--- config.mk ---
export PLATFORM = sky130hd
export DESIGN_NAME = sar_seq_ctrl_flat
export DESIGN_NICKNAME = d
export VERILOG_FILES = /design/src/rtl/sar_seq_ctrl_if.sv /design/src/rtl/sar_seq_ctrl.sv /design/src/flat_wrapper.sv
export SDC_FILE = /design/constraint.sdc
export NUM_CORES = 1
export LEC_CHECK = 0
export CORE_MARGIN = 1
export CORE_UTILIZATION = 60
export DETAILED_ROUTE_END_ITERATION = 7
export DONT_BUFFER_PORTS = 1
export MAX_ROUTING_LAYER = met4
export PLACE_DENSITY = 0.74
export SYNTH_ARGS = -nofsm -noshare
export SYNTH_HDL_FRONTEND = slang
export SYNTH_SLANG_ARGS = --single-unit
--- constraint.sdc ---
create_clock -name clk -period 6.9 [get_ports clk]
set_input_delay 1.725 -clock clk [delete_from_list [all_inputs] [get_ports clk]]
set_output_delay 1.725 -clock clk [all_outputs]
set_load 0.1 [all_outputs]
--- src/rtl/sar_seq_ctrl_if.sv ---
`default_nettype none
// ============================================================================
// Module   : sar_seq_ctrl_if
// Purpose  : Result hand-off bundle between the SAR sequencer and its consumer.
//            The sequencer (master) publishes the conversion word, its channel,
//            a valid flag and a sticky overrun flag. The consumer (slave) returns
//            result_ready to accept the word.
// Signals  : result       [N_BITS]  last conversion, MSB = first decision
//            result_ch    [SEL_W]   channel the result belongs to
//            result_valid           result available
//            result_ready           consumer accepts result
//            overrun                an unconsumed result was overwritten
// Revision : 1.0 - initial release
// ============================================================================
interface sar_seq_ctrl_if #(
  parameter int N_CH   = 16,
  parameter int N_BITS = 16,
  parameter int SEL_W  = $clog2(N_CH)
);
  logic [N_BITS-1:0] result;
  logic [SEL_W-1:0]  result_ch;
  logic              result_valid;
  logic              result_ready;
  logic              overrun;

  modport master (
    output result,
    output result_ch,
    output result_valid,
    output overrun,
    input  result_ready
  );

  modport slave (
    input  result,
    input  result_ch,
    input  result_valid,
    input  overrun,
    output result_ready
  );
endinterface
`default_nettype wire

--- src/rtl/sar_seq_ctrl.sv ---
`default_nettype none
// ============================================================================
// Module   : sar_seq_ctrl
// Purpose  : SAR ADC sequencer. Generates the INIT/SAMP/CMP/LOGIC phase strobes
//            with programmable lengths, drives the comparator mux select,
//            shifts the selected channel's decisions into an N_BITS word and
//            publishes it through a valid/ready hand-off. Single-shot,
//            continuous and channel-scan operation.
// Ports    : clk, rst_b                 clock, async active-low reset
//            start                      conversion request (ignored while busy)
//            cont_mode, scan_mode       auto-restart / auto-advance channel
//            ch_sel                     starting channel
//            t_init/t_samp/t_cmp/t_logic phase length minus one, in cycles
//            comp_in                    per-channel comparator outputs
//            seq_init..seq_logic        registered phase strobes
//            mux_sel                    active channel
//            busy                       high from INIT until DONE is exited
//            res_if                     result hand-off (master side)
// Revision : 1.0 - initial release
// ============================================================================
module sar_seq_ctrl #(
  parameter int N_CH   = 16,
  parameter int N_BITS = 16,
  parameter int SEL_W  = $clog2(N_CH),
  parameter int CNT_W  = 8
) (
  input  wire              clk,
  input  wire              rst_b,
  input  wire              start,
  input  wire              cont_mode,
  input  wire              scan_mode,
  input  wire [SEL_W-1:0]  ch_sel,
  input  wire [CNT_W-1:0]  t_init,
  input  wire [CNT_W-1:0]  t_samp,
  input  wire [CNT_W-1:0]  t_cmp,
  input  wire [CNT_W-1:0]  t_logic,
  input  wire [N_CH-1:0]   comp_in,
  output logic             seq_init,
  output logic             seq_samp,
  output logic             seq_cmp,
  output logic             seq_logic,
  output logic [SEL_W-1:0] mux_sel,
  output logic             busy,
  sar_seq_ctrl_if.master   res_if
);

  typedef enum logic [2:0] {
    S_IDLE  = 3'd0,
    S_INIT  = 3'd1,
    S_SAMP  = 3'd2,
    S_CMP   = 3'd3,
    S_LOGIC = 3'd4,
    S_DONE  = 3'd5
  } state_t;

  localparam int                 c_bit_w    = (N_BITS > 1) ? $clog2(N_BITS) : 1;
  localparam logic [c_bit_w-1:0] c_last_bit = c_bit_w'(N_BITS - 1);
  localparam logic [SEL_W-1:0]   c_last_ch  = SEL_W'(N_CH - 1);

  // Strobe vector order: {logic, cmp, samp, init}
  localparam logic [3:0] c_strb_none  = 4'b0000;
  localparam logic [3:0] c_strb_init  = 4'b0001;
  localparam logic [3:0] c_strb_samp  = 4'b0010;
  localparam logic [3:0] c_strb_cmp   = 4'b0100;
  localparam logic [3:0] c_strb_logic = 4'b1000;

  state_t             r_state;
  logic [CNT_W-1:0]   r_cnt;
  logic [CNT_W-1:0]   r_t_init;
  logic [CNT_W-1:0]   r_t_samp;
  logic [CNT_W-1:0]   r_t_cmp;
  logic [CNT_W-1:0]   r_t_logic;
  logic [c_bit_w-1:0] r_bit;
  logic [SEL_W-1:0]   r_ch;
  logic [N_BITS-1:0]  r_cap;
  logic [N_BITS-1:0]  r_result;
  logic [SEL_W-1:0]   r_result_ch;
  logic [3:0]         r_strb;
  logic               r_busy;
  logic               r_valid;
  logic               r_overrun;

  logic [CNT_W-1:0]   w_len;
  logic               w_phase_end;
  logic [SEL_W-1:0]   w_start_ch;
  logic [SEL_W-1:0]   w_next_ch;

  // Length of the phase currently being timed (latched copies only, so a
  // register write mid-conversion cannot stretch or cut a phase).
  always_comb begin
    w_len = '0;
    case (r_state)
      S_INIT:  w_len = r_t_init;
      S_SAMP:  w_len = r_t_samp;
      S_CMP:   w_len = r_t_cmp;
      S_LOGIC: w_len = r_t_logic;
      default: w_len = '0;
    endcase
  end

  assign w_phase_end = (r_cnt == w_len);
  // Out-of-range start channel falls back to channel 0.
  assign w_start_ch  = (32'(ch_sel) >= N_CH) ? '0 : ch_sel;
  assign w_next_ch   = (r_ch == c_last_ch) ? '0 : r_ch + 1'b1;

  // Strobes and busy are registered alongside every state change so that
  // each strobe exactly covers its state.
  always_ff @(posedge clk or negedge rst_b) begin
    if (!rst_b) begin
      r_state     <= S_IDLE;
      r_cnt       <= '0;
      r_t_init    <= '0;
      r_t_samp    <= '0;
      r_t_cmp     <= '0;
      r_t_logic   <= '0;
      r_bit       <= '0;
      r_ch        <= '0;
      r_cap       <= '0;
      r_result    <= '0;
      r_result_ch <= '0;
      r_strb      <= c_strb_none;
      r_busy      <= 1'b0;
      r_valid     <= 1'b0;
      r_overrun   <= 1'b0;
    end else begin
      // Consumer acceptance; a DONE load below takes precedence.
      if (res_if.result_ready) begin
        r_valid <= 1'b0;
      end

      case (r_state)
        S_IDLE: begin
          if (start) begin
            r_t_init  <= t_init;
            r_t_samp  <= t_samp;
            r_t_cmp   <= t_cmp;
            r_t_logic <= t_logic;
            r_ch      <= w_start_ch;
            r_overrun <= 1'b0;
            r_cnt     <= '0;
            r_bit     <= '0;
            r_state   <= S_INIT;
            r_strb    <= c_strb_init;
            r_busy    <= 1'b1;
          end
        end

        S_INIT: begin
          if (w_phase_end) begin
            r_cnt   <= '0;
            r_state <= S_SAMP;
            r_strb  <= c_strb_samp;
          end else begin
            r_cnt <= r_cnt + 1'b1;
          end
        end

        S_SAMP: begin
          if (w_phase_end) begin
            r_cnt   <= '0;
            r_state <= S_CMP;
            r_strb  <= c_strb_cmp;
          end else begin
            r_cnt <= r_cnt + 1'b1;
          end
        end

        S_CMP: begin
          if (w_phase_end) begin
            r_cnt   <= '0;
            r_state <= S_LOGIC;
            r_strb  <= c_strb_logic;
          end else begin
            r_cnt <= r_cnt + 1'b1;
          end
        end

        S_LOGIC: begin
          // One decision per LOGIC state, taken on its first cycle; the
          // truncating cast turns the concatenation into a left shift.
          if (r_cnt == '0) begin
            r_cap <= N_BITS'({r_cap, comp_in[r_ch]});
          end
          if (w_phase_end) begin
            r_cnt <= '0;
            r_bit <= r_bit + 1'b1;
            if (r_bit == c_last_bit) begin
              r_state <= S_DONE;
              r_strb  <= c_strb_none;
            end else begin
              r_state <= S_CMP;
              r_strb  <= c_strb_cmp;
            end
          end else begin
            r_cnt <= r_cnt + 1'b1;
          end
        end

        S_DONE: begin
          r_result    <= r_cap;
          r_result_ch <= r_ch;
          r_valid     <= 1'b1;
          if (r_valid && !res_if.result_ready) begin
            r_overrun <= 1'b1;
          end
          if (scan_mode) begin
            r_ch <= w_next_ch;
          end
          r_cnt <= '0;
          r_bit <= '0;
          if (cont_mode) begin
            r_t_init  <= t_init;
            r_t_samp  <= t_samp;
            r_t_cmp   <= t_cmp;
            r_t_logic <= t_logic;
            r_state   <= S_INIT;
            r_strb    <= c_strb_init;
          end else begin
            r_state <= S_IDLE;
            r_strb  <= c_strb_none;
            r_busy  <= 1'b0;
          end
        end

        default: begin
          r_state <= S_IDLE;
          r_strb  <= c_strb_none;
          r_busy  <= 1'b0;
        end
      endcase
    end
  end

  assign seq_init            = r_strb[0];
  assign seq_samp            = r_strb[1];
  assign seq_cmp             = r_strb[2];
  assign seq_logic           = r_strb[3];
  assign mux_sel             = r_ch;
  assign busy                = r_busy;
  assign res_if.result       = r_result;
  assign res_if.result_ch    = r_result_ch;
  assign res_if.result_valid = r_valid;
  assign res_if.overrun      = r_overrun;

endmodule
`default_nettype wire

--- src/flat_wrapper.sv ---
// flat-port wrapper written by rule: the top's interface ports become plain ports
module sar_seq_ctrl_flat 
#(
  parameter int N_CH   = 16,
  parameter int N_BITS = 16,
  parameter int SEL_W  = $clog2(N_CH),
  parameter int CNT_W  = 8
)
  (clk, rst_b, start, cont_mode, scan_mode, ch_sel, t_init, t_samp, t_cmp, t_logic, comp_in, seq_init, seq_samp, seq_cmp, seq_logic, mux_sel, busy, res_if_result, res_if_result_ch, res_if_result_valid, res_if_overrun, res_if_result_ready);
  sar_seq_ctrl_if #(.N_CH(N_CH), .N_BITS(N_BITS), .SEL_W(SEL_W)) res_if_i ();
  input  wire clk;
  input  wire rst_b;
  input  wire start;
  input  wire cont_mode;
  input  wire scan_mode;
  input  wire [SEL_W-1:0] ch_sel;
  input  wire [CNT_W-1:0] t_init;
  input  wire [CNT_W-1:0] t_samp;
  input  wire [CNT_W-1:0] t_cmp;
  input  wire [CNT_W-1:0] t_logic;
  input  wire [N_CH-1:0] comp_in;
  output logic seq_init;
  output logic seq_samp;
  output logic seq_cmp;
  output logic seq_logic;
  output logic [SEL_W-1:0] mux_sel;
  output logic busy;
  output wire logic [$bits(res_if_i.result)-1:0] res_if_result;
  output wire logic [$bits(res_if_i.result_ch)-1:0] res_if_result_ch;
  output wire logic [$bits(res_if_i.result_valid)-1:0] res_if_result_valid;
  output wire logic [$bits(res_if_i.overrun)-1:0] res_if_overrun;
  input wire logic [$bits(res_if_i.result_ready)-1:0] res_if_result_ready;
  assign res_if_result = res_if_i.result;
  assign res_if_result_ch = res_if_i.result_ch;
  assign res_if_result_valid = res_if_i.result_valid;
  assign res_if_overrun = res_if_i.overrun;
  assign res_if_i.result_ready = res_if_result_ready;
  sar_seq_ctrl #(.N_CH(N_CH), .N_BITS(N_BITS), .SEL_W(SEL_W), .CNT_W(CNT_W)) u_core (.clk(clk), .rst_b(rst_b), .start(start), .cont_mode(cont_mode), .scan_mode(scan_mode), .ch_sel(ch_sel), .t_init(t_init), .t_samp(t_samp), .t_cmp(t_cmp), .t_logic(t_logic), .comp_in(comp_in), .seq_init(seq_init), .seq_samp(seq_samp), .seq_cmp(seq_cmp), .seq_logic(seq_logic), .mux_sel(mux_sel), .busy(busy), .res_if(res_if_i));
endmodule
==> impl_metrics.env, run 1 <==
export IMPL_status="completed"
export IMPL_cts_clk_slew_worst_paths_ps=90
export IMPL_cp_data_required_time_ps=7120
export IMPL_cts_resized=0
export IMPL_synth_largest_area_cell="dfrtp_1"
export IMPL_ys_warnings_count=0
export IMPL_slowest_delay_ps=840
export IMPL_post_cts_setup_buffers=0
export IMPL_post_dp_hpwl_um=5870
export IMPL_syn_area_um2=4470
export IMPL_drtIter0Drc=162
export IMPL_synthTopCellsByCount="94 x dfrtp_1, 69 x mux2_2, 25 x nand2_1"
export IMPL_crit_arrival_ps=4320
export IMPL_layout_nets=428
export IMPL_finalSetupViolCount=0
export IMPL_htreeDepth=3
export IMPL_die_w_um=88.3
export IMPL_layout_drive_gt1_share=0.268
export IMPL_antenna_found_initial=0
export IMPL_cts_sinks=94
export IMPL_area_delta_synth_final_pct=6.16
export IMPL_start_util=0.620
export IMPL_p_sw_frac=0.433
export IMPL_synth_most_common_cell="dfrtp_1"
export IMPL_fin_crit_ps=4110
export IMPL_slew_headroom=0.232
export IMPL_critPathBufInv=0
export IMPL_vias=2847
export IMPL_yosysSeqAreaShare=0.526
export IMPL_cp_end_kind="register"
export IMPL_maxCapViolations=0
export IMPL_clk_path_buf_depth=2
export IMPL_rsz0062_at_grt="no"
export IMPL_diodes=0
export IMPL_cts_tree="done"
export IMPL_placementRows=31
export IMPL_slew_viol_final=0
export IMPL_max_freq_ghz=0.244
export IMPL_grt_pass1_wl_um=13800
export IMPL_boundaryPins=89
export IMPL_syn_avg_cell_area_um2=12.0
export IMPL_gp_congestion=0.821
export IMPL_ys_seq_elements=94
export IMPL_peakVddDrop_mv=0.220
export IMPL_p_sw_uw=904
export IMPL_slowest_stage="nor4b_4"
export IMPL_portBuffers=0
export IMPL_synthesis_nets=434
export IMPL_syn_instance_count=372
export IMPL_hold_viol=0
export IMPL_cp_start_kind="register"
export IMPL_async_flop_share=1.00
export IMPL_die_y_um=88.3
export IMPL_wl_um=8420
export IMPL_worst_setup_path_type="reg2reg"
export IMPL_hold_path_class="reg2reg"
export IMPL_hold_ws_ps=512
export IMPL_die_area_um2=7800
export IMPL_p_leak_uw=0.00213
export IMPL_grt_max_degree=95
export IMPL_drcViolationCount=0
export IMPL_core_area_um2=7210
export IMPL_ant_nets=0
export IMPL_cp_max_fo=21
export IMPL_p_comb_frac=0.252
export IMPL_critical_path_cell_chain="nor3b_2 -> a22oi_1 -> and3_1 -> or4_4 -> nor4b_4 -> nor2_2 -> nor2_1 -> o21ai_0"
export IMPL_min_from="u_core.r_t_samp[6]"
export IMPL_ys_types=49
export IMPL_ys_flop_type="dfrtp_1"
export IMPL_r2r_start="u_core.r_state[2]"
export IMPL_wl_per_cell_um=18.0
export IMPL_groute_usage_overall=0.243
export IMPL_synth_edf_count=0
export IMPL_utilization=0.658
export IMPL_clock_latency_ps=360
export IMPL_cts_made_buffers=9
export IMPL_firstDrtPassIters=4
export IMPL_holdBufCountCts=0
export IMPL_gr_total_overflow=0
export IMPL_critPathTopFamily="simple AND/OR/NAND/NOR gates"
export IMPL_synthTopCellsByArea="dfrtp_1 53%, mux2_2 17%, mux4_2 2.5%, a21oi_1 2.1%, nand2_1 2.1%"
export IMPL_tightestPinTransition_ps=1150
export IMPL_yosysTopAreaCellShare=0.526
export IMPL_finalCritPeriodShare=0.595
export IMPL_p_per_area_nw_per_um2=441
export IMPL_routed_via_density=6.07
export IMPL_internal_power_uw=1190
export IMPL_root_buffer="clkbuf_8"
export IMPL_clockPowerShare=0.188
export IMPL_grt_pass1_vias=2809
export IMPL_finalClockSkew_ps=15.5
export IMPL_p_seq_frac=0.560
export IMPL_tns_ps=0
export IMPL_worstSetupStartpoint="u_core.r_state[2]"
-- cell usage in the layout (no fill, tap or decap), types with 2 or more instances in the layout --
cell / count
nand3_1: 11
dfrtp_1: 94
nor2_1: 12
xnor2_1: 3
o31a_1: 4
inv_6: 2
mux4_2: 5
a21o_1: 5
mux2_2: 69
buf_4: 3
or2_2: 2
clkbuf_8: 9
o31ai_1: 2
mux2i_1: 4
nor4_1: 5
a22oi_1: 6
and3_1: 12
and2_1: 2
nor3_1: 2
nand2_1: 25
a311oi_1: 2
xor2_1: 3
inv_1: 9
o22ai_1: 4
a21oi_1: 18
o21ai_0: 15
clkinvlp_4: 2
ha_1: 4
a32oi_1: 4
bufinv_16: 2
nor2b_1: 7
a22o_1: 6
-- routing by layer --
layer  part of all wire  global-route usage  wire length [um]
met5                  0                   -                 0
met4              0.013              0.0660               106
met3              0.058              0.0672               487
met2               0.48               0.361              4040
met1               0.45               0.331              3790
-- logic make-up after synthesis --
logic type               share of synthesized area
adder cells (fa/ha/maj)                     0.0112
AO/OA/AOI/OAI                                0.102
XOR/XNOR                                    0.0118
AND/OR/NAND/NOR                              0.111
buffers and inverters                       0.0297
flip-flops                                   0.526
multiplexers                                 0.208
-- cell type report --
| class | count | area, um2 |
|---|---|---|
| multi-input combinational | 249 | 2000 |
| clock buffer | 9 | 124 |
| sequential | 94 | 2350 |
| fill | 566 | 2470 |
| clock inverter | 6 | 92.6 |
| inverter | 9 | 33.8 |
| timing repair buffer | 3 | 22.5 |
| tap | 99 | 124 |
-- flip-flops by register name (all words and copies together), names as in the netlist, 3 cells and up --
register	count
u_core.r_cnt	8
u_core.r_t_samp	8
u_core.r_strb	4
u_core.r_t_init	8
u_core.r_bit	4
u_core.r_cap	16
u_core.r_t_cmp	8
u_core.r_t_logic	8
u_core.res_if.result_ch	4
u_core.res_if.result	16
u_core.mux_sel	4
u_core.r_state	3
-- power groups by stage --
stage / registers (uW) / clock network (uW) / logic (uW)
3_5_place_dp: 1180 / 0 / 527
5_1_grt: 1200 / 430 / 580
3_3_place_gp: 1180 / 0 / 507
2_1_floorplan: 1160 / 0 / 440
4_1_cts: 1170 / 405 / 528
6_report: 1170 / 393 / 526
-- final timing paths --
check | to | slack [ps] | depth (start not counted)
min reg2reg | u_core.r_t_samp[6] | 510 | 1
max reg2reg | u_core.r_cnt[6] | 2790 | 8
min | u_core.r_t_samp[6] | 510 | 1
max in group asynchronous | u_core.r_strb[2] | 5730 | 0
max | u_core.r_cnt[6] | 2790 | 8
min in group asynchronous | u_core.res_if.result[14] | 1050 | 0
-- through the flow --
stage / area [um2] / cells / worst slack, ps / power, uW
5_1_grt: 4750 / 469 / 2410 / 2210
4_1_cts: 4750 / 469 / 2820 / 2110
2_1_floorplan: 4470 / 372 / 3640 / 1600
6_report: 4750 / 469 / 2790 / 2090
3_5_place_dp: 4530 / 454 / 2820 / 1710
3_3_place_gp: 4530 / 454 / 2970 / 1690
(Power assumes the default switching activity.)
==> run 2, diff against run 1 <==
--- a/config.mk
+++ b/config.mk
@@ -6,11 +6,11 @@
 export NUM_CORES = 1
 export LEC_CHECK = 0
 export CORE_MARGIN = 1
-export CORE_UTILIZATION = 60
+export CORE_UTILIZATION = 57
 export DETAILED_ROUTE_END_ITERATION = 7
 export DONT_BUFFER_PORTS = 1
 export MAX_ROUTING_LAYER = met4
-export PLACE_DENSITY = 0.74
+export PLACE_DENSITY = 0.73
 export SYNTH_ARGS = -nofsm -noshare
 export SYNTH_HDL_FRONTEND = slang
 export SYNTH_SLANG_ARGS = --single-unit
==> constraint.sdc (replaced) <==
create_clock -name clk -period 3.7 [get_ports clk]
set_input_delay 0.925 -clock clk [delete_from_list [all_inputs] [get_ports clk]]
set_output_delay 0.925 -clock clk [all_outputs]
set_load 0.1 [all_outputs]
==> impl_metrics.env, run 2 (synthesized netlist as in run 1, its figures left out) <==
export IMPL_slew_headroom=0.266
export IMPL_crit_arrival_ps=3370
export IMPL_critical_path_cell_chain="and3b_1 -> a22oi_1 -> and3_1 -> or4_4 -> nor4b_4 -> buf_4 -> a21oi_1 -> a311oi_1 -> o21ai_0"
export IMPL_finalClockSkew_ps=10.3
export IMPL_finalSetupViolCount=0
export IMPL_holdBufCountCts=0
export IMPL_boundaryPins=89
export IMPL_use_met2=0.369
export IMPL_clockPowerShare=0.189
export IMPL_worstRegToRegCells=9
export IMPL_critPathBufInv=1
export IMPL_gp_congestion=0.826
export IMPL_max_freq_ghz=0.318
export IMPL_portBuffers=0
export IMPL_r2r_start="u_core.r_state[1]"
export IMPL_cp_max_fo=9
export IMPL_cts_sinks=94
export IMPL_finalCritPeriodShare=0.851
export IMPL_p_per_area_nw_per_um2=819
export IMPL_die_y_um=90.6
export IMPL_p_sw_uw=1710
export IMPL_htreeDepth=3
export IMPL_worst_setup_path_type="reg2reg"
export IMPL_r2r_slack_ps=550
export IMPL_drcViolationCount=0
export IMPL_r2r_end="u_core.r_strb[3]"
export IMPL_post_cts_setup_buffers=0
export IMPL_cp_end_kind="register"
export IMPL_internal_power_uw=2240
export IMPL_dp_slack_ps=588
export IMPL_die_w_um=90.6
export IMPL_rsz0062_at_grt="no"
export IMPL_cts_tree="done"
export IMPL_die_area_um2=8200
export IMPL_groute_usage_overall=0.242
export IMPL_hold_viol=0
export IMPL_p_seq_frac=0.549
export IMPL_maxCapViolations=0
export IMPL_layout_drive_gt1_share=0.287
export IMPL_wl_um=9000
export IMPL_placementRows=31
export IMPL_met1_usage=0.325
export IMPL_layout_commonest_cell="dfrtp_1"
export IMPL_slew_viol_final=0
export IMPL_p_comb_frac=0.262
export IMPL_fin_crit_ps=3150
export IMPL_slowest_delay_ps=550
export IMPL_n_fill_cell=559
export IMPL_routed_via_density=6.10
export IMPL_peakVddDrop_mv=0.341
export IMPL_p_sw_frac=0.434
export IMPL_root_buffer="clkbuf_8"
export IMPL_core_area_um2=7410
export IMPL_hold_path_class="in2async"
export IMPL_status="completed"
export IMPL_cp_data_required_time_ps=3930
export IMPL_critPathTopFamily="simple AND/OR/NAND/NOR gates"
export IMPL_grt_pass1_wl_um=15000
export IMPL_cp_start_kind="register"
export IMPL_tightestPinTransition_ps=1100
export IMPL_gr_total_overflow=0
export IMPL_setup_ws_ps=552
export IMPL_cts_clk_slew_worst_paths_ps=90
export IMPL_ant_nets=0
export IMPL_p_leak_uw=0.00218
export IMPL_diodes=0
export IMPL_clock_latency_ps=360
export IMPL_firstDrtPassIters=4
export IMPL_grt_max_degree=95
export IMPL_grt_pass1_vias=2987
export IMPL_top_usage_layer="met2"
export IMPL_hold_ws_ps=254
export IMPL_cts_made_buffers=9
export IMPL_area_delta_synth_final_pct=7.89
export IMPL_start_util=0.603
export IMPL_post_dp_hpwl_um=6380
export IMPL_cts_resized=0
export IMPL_layout_common_cells="94 x dfrtp_1, 69 x mux2_2, 25 x nand2_1"
export IMPL_slowest_stage="dfrtp_1"
export IMPL_vias=2921
export IMPL_drtIter0Drc=153
export IMPL_layout_nets=438
export IMPL_use_met3=0.0463
export IMPL_antenna_found_initial=0
export IMPL_wl_per_cell_um=18.8
export IMPL_tns_ps=0
export IMPL_clk_path_buf_depth=2
export IMPL_finalPower_uw=3950
-- run 2: cell count changes in the layout (fill, tap and decap cells not counted), sizes merged --
cell / delta
buf: +10
-- run 2: layout make-up --
type | count | area (um2) | area share
Tap cell | 99 | 124 | 0.0257
Sequential cell | 94 | 2350 | 0.488
Clock buffer | 9 | 124 | 0.0257
Multi-Input combinational cell | 249 | 2000 | 0.414
Clock inverter | 6 | 95.1 | 0.0197
Timing Repair Buffer | 13 | 97.6 | 0.0202
Inverter | 9 | 33.8 | 0.00700
-- run 2: per-stage QoR --
stage                     utilization  cell area, um2  std cells
final                           0.651            4820        479
after floorplan                     -            4470        372
after global placement          0.622            4600        464
after global routing            0.651            4820        479
after CTS                       0.651            4820        479
after detailed placement        0.622            4600        464
-- run 2: worst register-to-register path, stage by stage, from the launching register on --
cell and delay, ps:
dfrtp_1 550, and3b_1 430, a22oi_1 160, and3_1 220
or4_4 520, nor4b_4 490, buf_4 260, a21oi_1 50
a311oi_1 230, o21ai_0 120
-- run 2: worst max path at each step --
stage	slack, ps	startpoint	depth (start not counted)	to
final	550	u_core.r_state[1]	9	u_core.r_strb[3]
after global routing	350	u_core.r_state[2]	9	u_core.r_strb[3]
after CTS	580	u_core.r_state[1]	9	u_core.r_strb[3]
after detailed placement	590	u_core.r_state[1]	9	u_core.r_strb[3]
after global placement	790	u_core.r_state[1]	8	u_core.r_bit[0]
after floorplan	970	u_core.r_state[0]	10	u_core.r_bit[0]
-- run 2: routing by layer --
layer,wire (um),up-vias,share of wire
met4,181,0,0.020
met5,0,-,0
met1,4000,1462,0.44
met3,372,18,0.041
met2,4450,79,0.49
li1,-,1362,-
-- run 2: power by group through the flow --
stage,logic (uW),registers (uW),clock network [uW]
5_1_grt,1140,2210,805
3_3_place_gp,995,2180,0
6_report,1040,2170,746
4_1_cts,1040,2170,760
2_1_floorplan,821,2160,0
3_5_place_dp,1040,2190,0
==> run 3, diff against run 2 <==
--- a/config.mk
+++ b/config.mk
@@ -11,6 +11,7 @@
 export DONT_BUFFER_PORTS = 1
 export MAX_ROUTING_LAYER = met4
 export PLACE_DENSITY = 0.73
+export REMOVE_ABC_BUFFERS = 1
 export SYNTH_ARGS = -nofsm -noshare
 export SYNTH_HDL_FRONTEND = slang
 export SYNTH_SLANG_ARGS = --single-unit
==> impl_metrics.env, run 3 (synthesized netlist as in run 1, its figures left out) <==
export IMPL_p_sw_frac=0.453
export IMPL_area_delta_synth_final_pct=7.19
export IMPL_antenna_found_initial=0
export IMPL_grt_pass1_wl_um=14900
export IMPL_p_sw_uw=1750
export IMPL_groute_usage_overall=0.238
export IMPL_status="completed"
export IMPL_cts_made_buffers=9
export IMPL_layout_common_cells="94 x dfrtp_1, 69 x mux2_2, 25 x nand2_1"
export IMPL_critPathTopFamily="simple AND/OR/NAND/NOR gates"
export IMPL_slowest_delay_ps=520
export IMPL_use_met2=0.354
export IMPL_internal_power_uw=2110
export IMPL_layout_nets=437
export IMPL_worst_setup_path_type="reg2reg"
export IMPL_routed_via_density=6.14
export IMPL_rsz0062_at_grt="no"
export IMPL_multi_input_area_um2=2000
export IMPL_n_fill_cell=586
export IMPL_die_y_um=90.6
export IMPL_cts_resized=0
export IMPL_wl_um=8930
export IMPL_critPathBufInv=0
export IMPL_vias=2942
export IMPL_p_leak_uw=0.00217
export IMPL_p_per_area_nw_per_um2=807
export IMPL_use_met3=0.0598
export IMPL_diodes=0
export IMPL_fin_crit_ps=3080
export IMPL_cp_data_required_time_ps=3930
export IMPL_critical_path_cell_chain="nor3b_2 -> a22oi_1 -> and3_1 -> or4_4 -> nor4b_4 -> nor2_2 -> nor2_1 -> o21ai_0"
export IMPL_drcViolationCount=0
export IMPL_tightestPinTransition_ps=1090
export IMPL_grt_max_degree=95
export IMPL_boundaryPins=89
export IMPL_finalClockSkew_ps=17.2
export IMPL_htreeDepth=3
export IMPL_cts_tree="done"
export IMPL_p_seq_frac=0.562
export IMPL_root_buffer="clkbuf_8"
export IMPL_core_area_um2=7410
export IMPL_gr_total_overflow=0
export IMPL_layout_drive_gt1_share=0.287
export IMPL_max_freq_ghz=0.324
export IMPL_layout_commonest_cell="dfrtp_1"
export IMPL_tns_ps=0
export IMPL_grt_pass1_vias=2971
export IMPL_met1_usage=0.319
export IMPL_cp_end_kind="register"
export IMPL_slew_headroom=0.269
export IMPL_hold_ws_ps=248
export IMPL_firstDrtPassIters=4
export IMPL_p_comb_frac=0.266
export IMPL_portBuffers=0
export IMPL_post_cts_setup_buffers=0
export IMPL_clockPowerShare=0.171
export IMPL_clk_path_buf_depth=2
export IMPL_top_usage_layer="met2"
export IMPL_wl_per_cell_um=18.6
export IMPL_peakVddDrop_mv=0.542
export IMPL_die_area_um2=8200
export IMPL_start_util=0.603
export IMPL_hold_path_class="in2async"
export IMPL_clock_latency_ps=370
export IMPL_cts_clk_slew_worst_paths_ps=100
export IMPL_post_dp_hpwl_um=6360
export IMPL_placementRows=31
export IMPL_slowest_stage="or4_4"
export IMPL_slew_viol_final=0
export IMPL_die_w_um=90.6
export IMPL_cts_sinks=94
export IMPL_drtIter0Drc=152
export IMPL_finalSetupViolCount=0
export IMPL_holdBufCountCts=0
export IMPL_ant_nets=0
export IMPL_maxCapViolations=0
export IMPL_crit_arrival_ps=3310
export IMPL_finalCritPeriodShare=0.833
export IMPL_hold_viol=0
export IMPL_cp_max_fo=9
export IMPL_cp_start_kind="register"
export IMPL_seq_area_um2=2350
export IMPL_gp_congestion=0.873
run 3: power by group through the flow:
| stage | Combinational [uW] | Clock [uW] | Sequential [uW] |
|---|---|---|---|
| 6_report | 1030 | 663 | 2170 |
| 5_1_grt | 1140 | 710 | 2220 |
| 3_5_place_dp | 1030 | 0 | 2190 |
| 2_1_floorplan | 740 | 0 | 2200 |
| 3_3_place_gp | 985 | 0 | 2190 |
| 4_1_cts | 1030 | 676 | 2170 |
run 3: cell type report:
| class | count | area share |
|---|---|---|
| inverter | 9 | 0.00705 |
| clock inverter | 7 | 0.0149 |
| timing repair buffer | 12 | 0.0188 |
| multi-input combinational | 249 | 0.417 |
| clock buffer | 9 | 0.0258 |
| tap | 99 | 0.0258 |
| sequential | 94 | 0.491 |
run 3: worst paths after layout:
path / start / to / slack, ps / cells after the start
setup / recovery: u_core.r_state[0] / u_core.r_cnt[5] / 620 / 8
hold / removal: rst_b / u_core.r_bit[2] / 250 / 0
setup reg to reg: u_core.r_state[0] / u_core.r_cnt[5] / 620 / 8
hold reg to reg: u_core.r_cap[15] / u_core.r_cap[15] / 520 / 1
max in group asynchronous: rst_b / u_core.r_cap[14] / 3300 / 0
min in group clk: u_core.r_cap[15] / u_core.r_cap[15] / 520 / 1
run 3: metrics by stage:
step | worst slack [ps] | std cells | utilization | total power, uW | cell area (um2)
floorplan | 236 | 352 | - | 2940 | 4370
global placement | 723 | 463 | 0.621 | 3170 | 4600
detailed placement | 610 | 463 | 0.621 | 3230 | 4600
CTS | 627 | 479 | 0.647 | 3880 | 4790
global route | 346 | 479 | 0.647 | 4070 | 4790
finish | 617 | 479 | 0.647 | 3870 | 4790
run 3: per-layer routing:
layer | wire, um | up-vias
met5 | 0 | -
met4 | 114 | 0
met3 | 450 | 9
met1 | 4100 | 1489
li1 | - | 1363
met2 | 4270 | 81
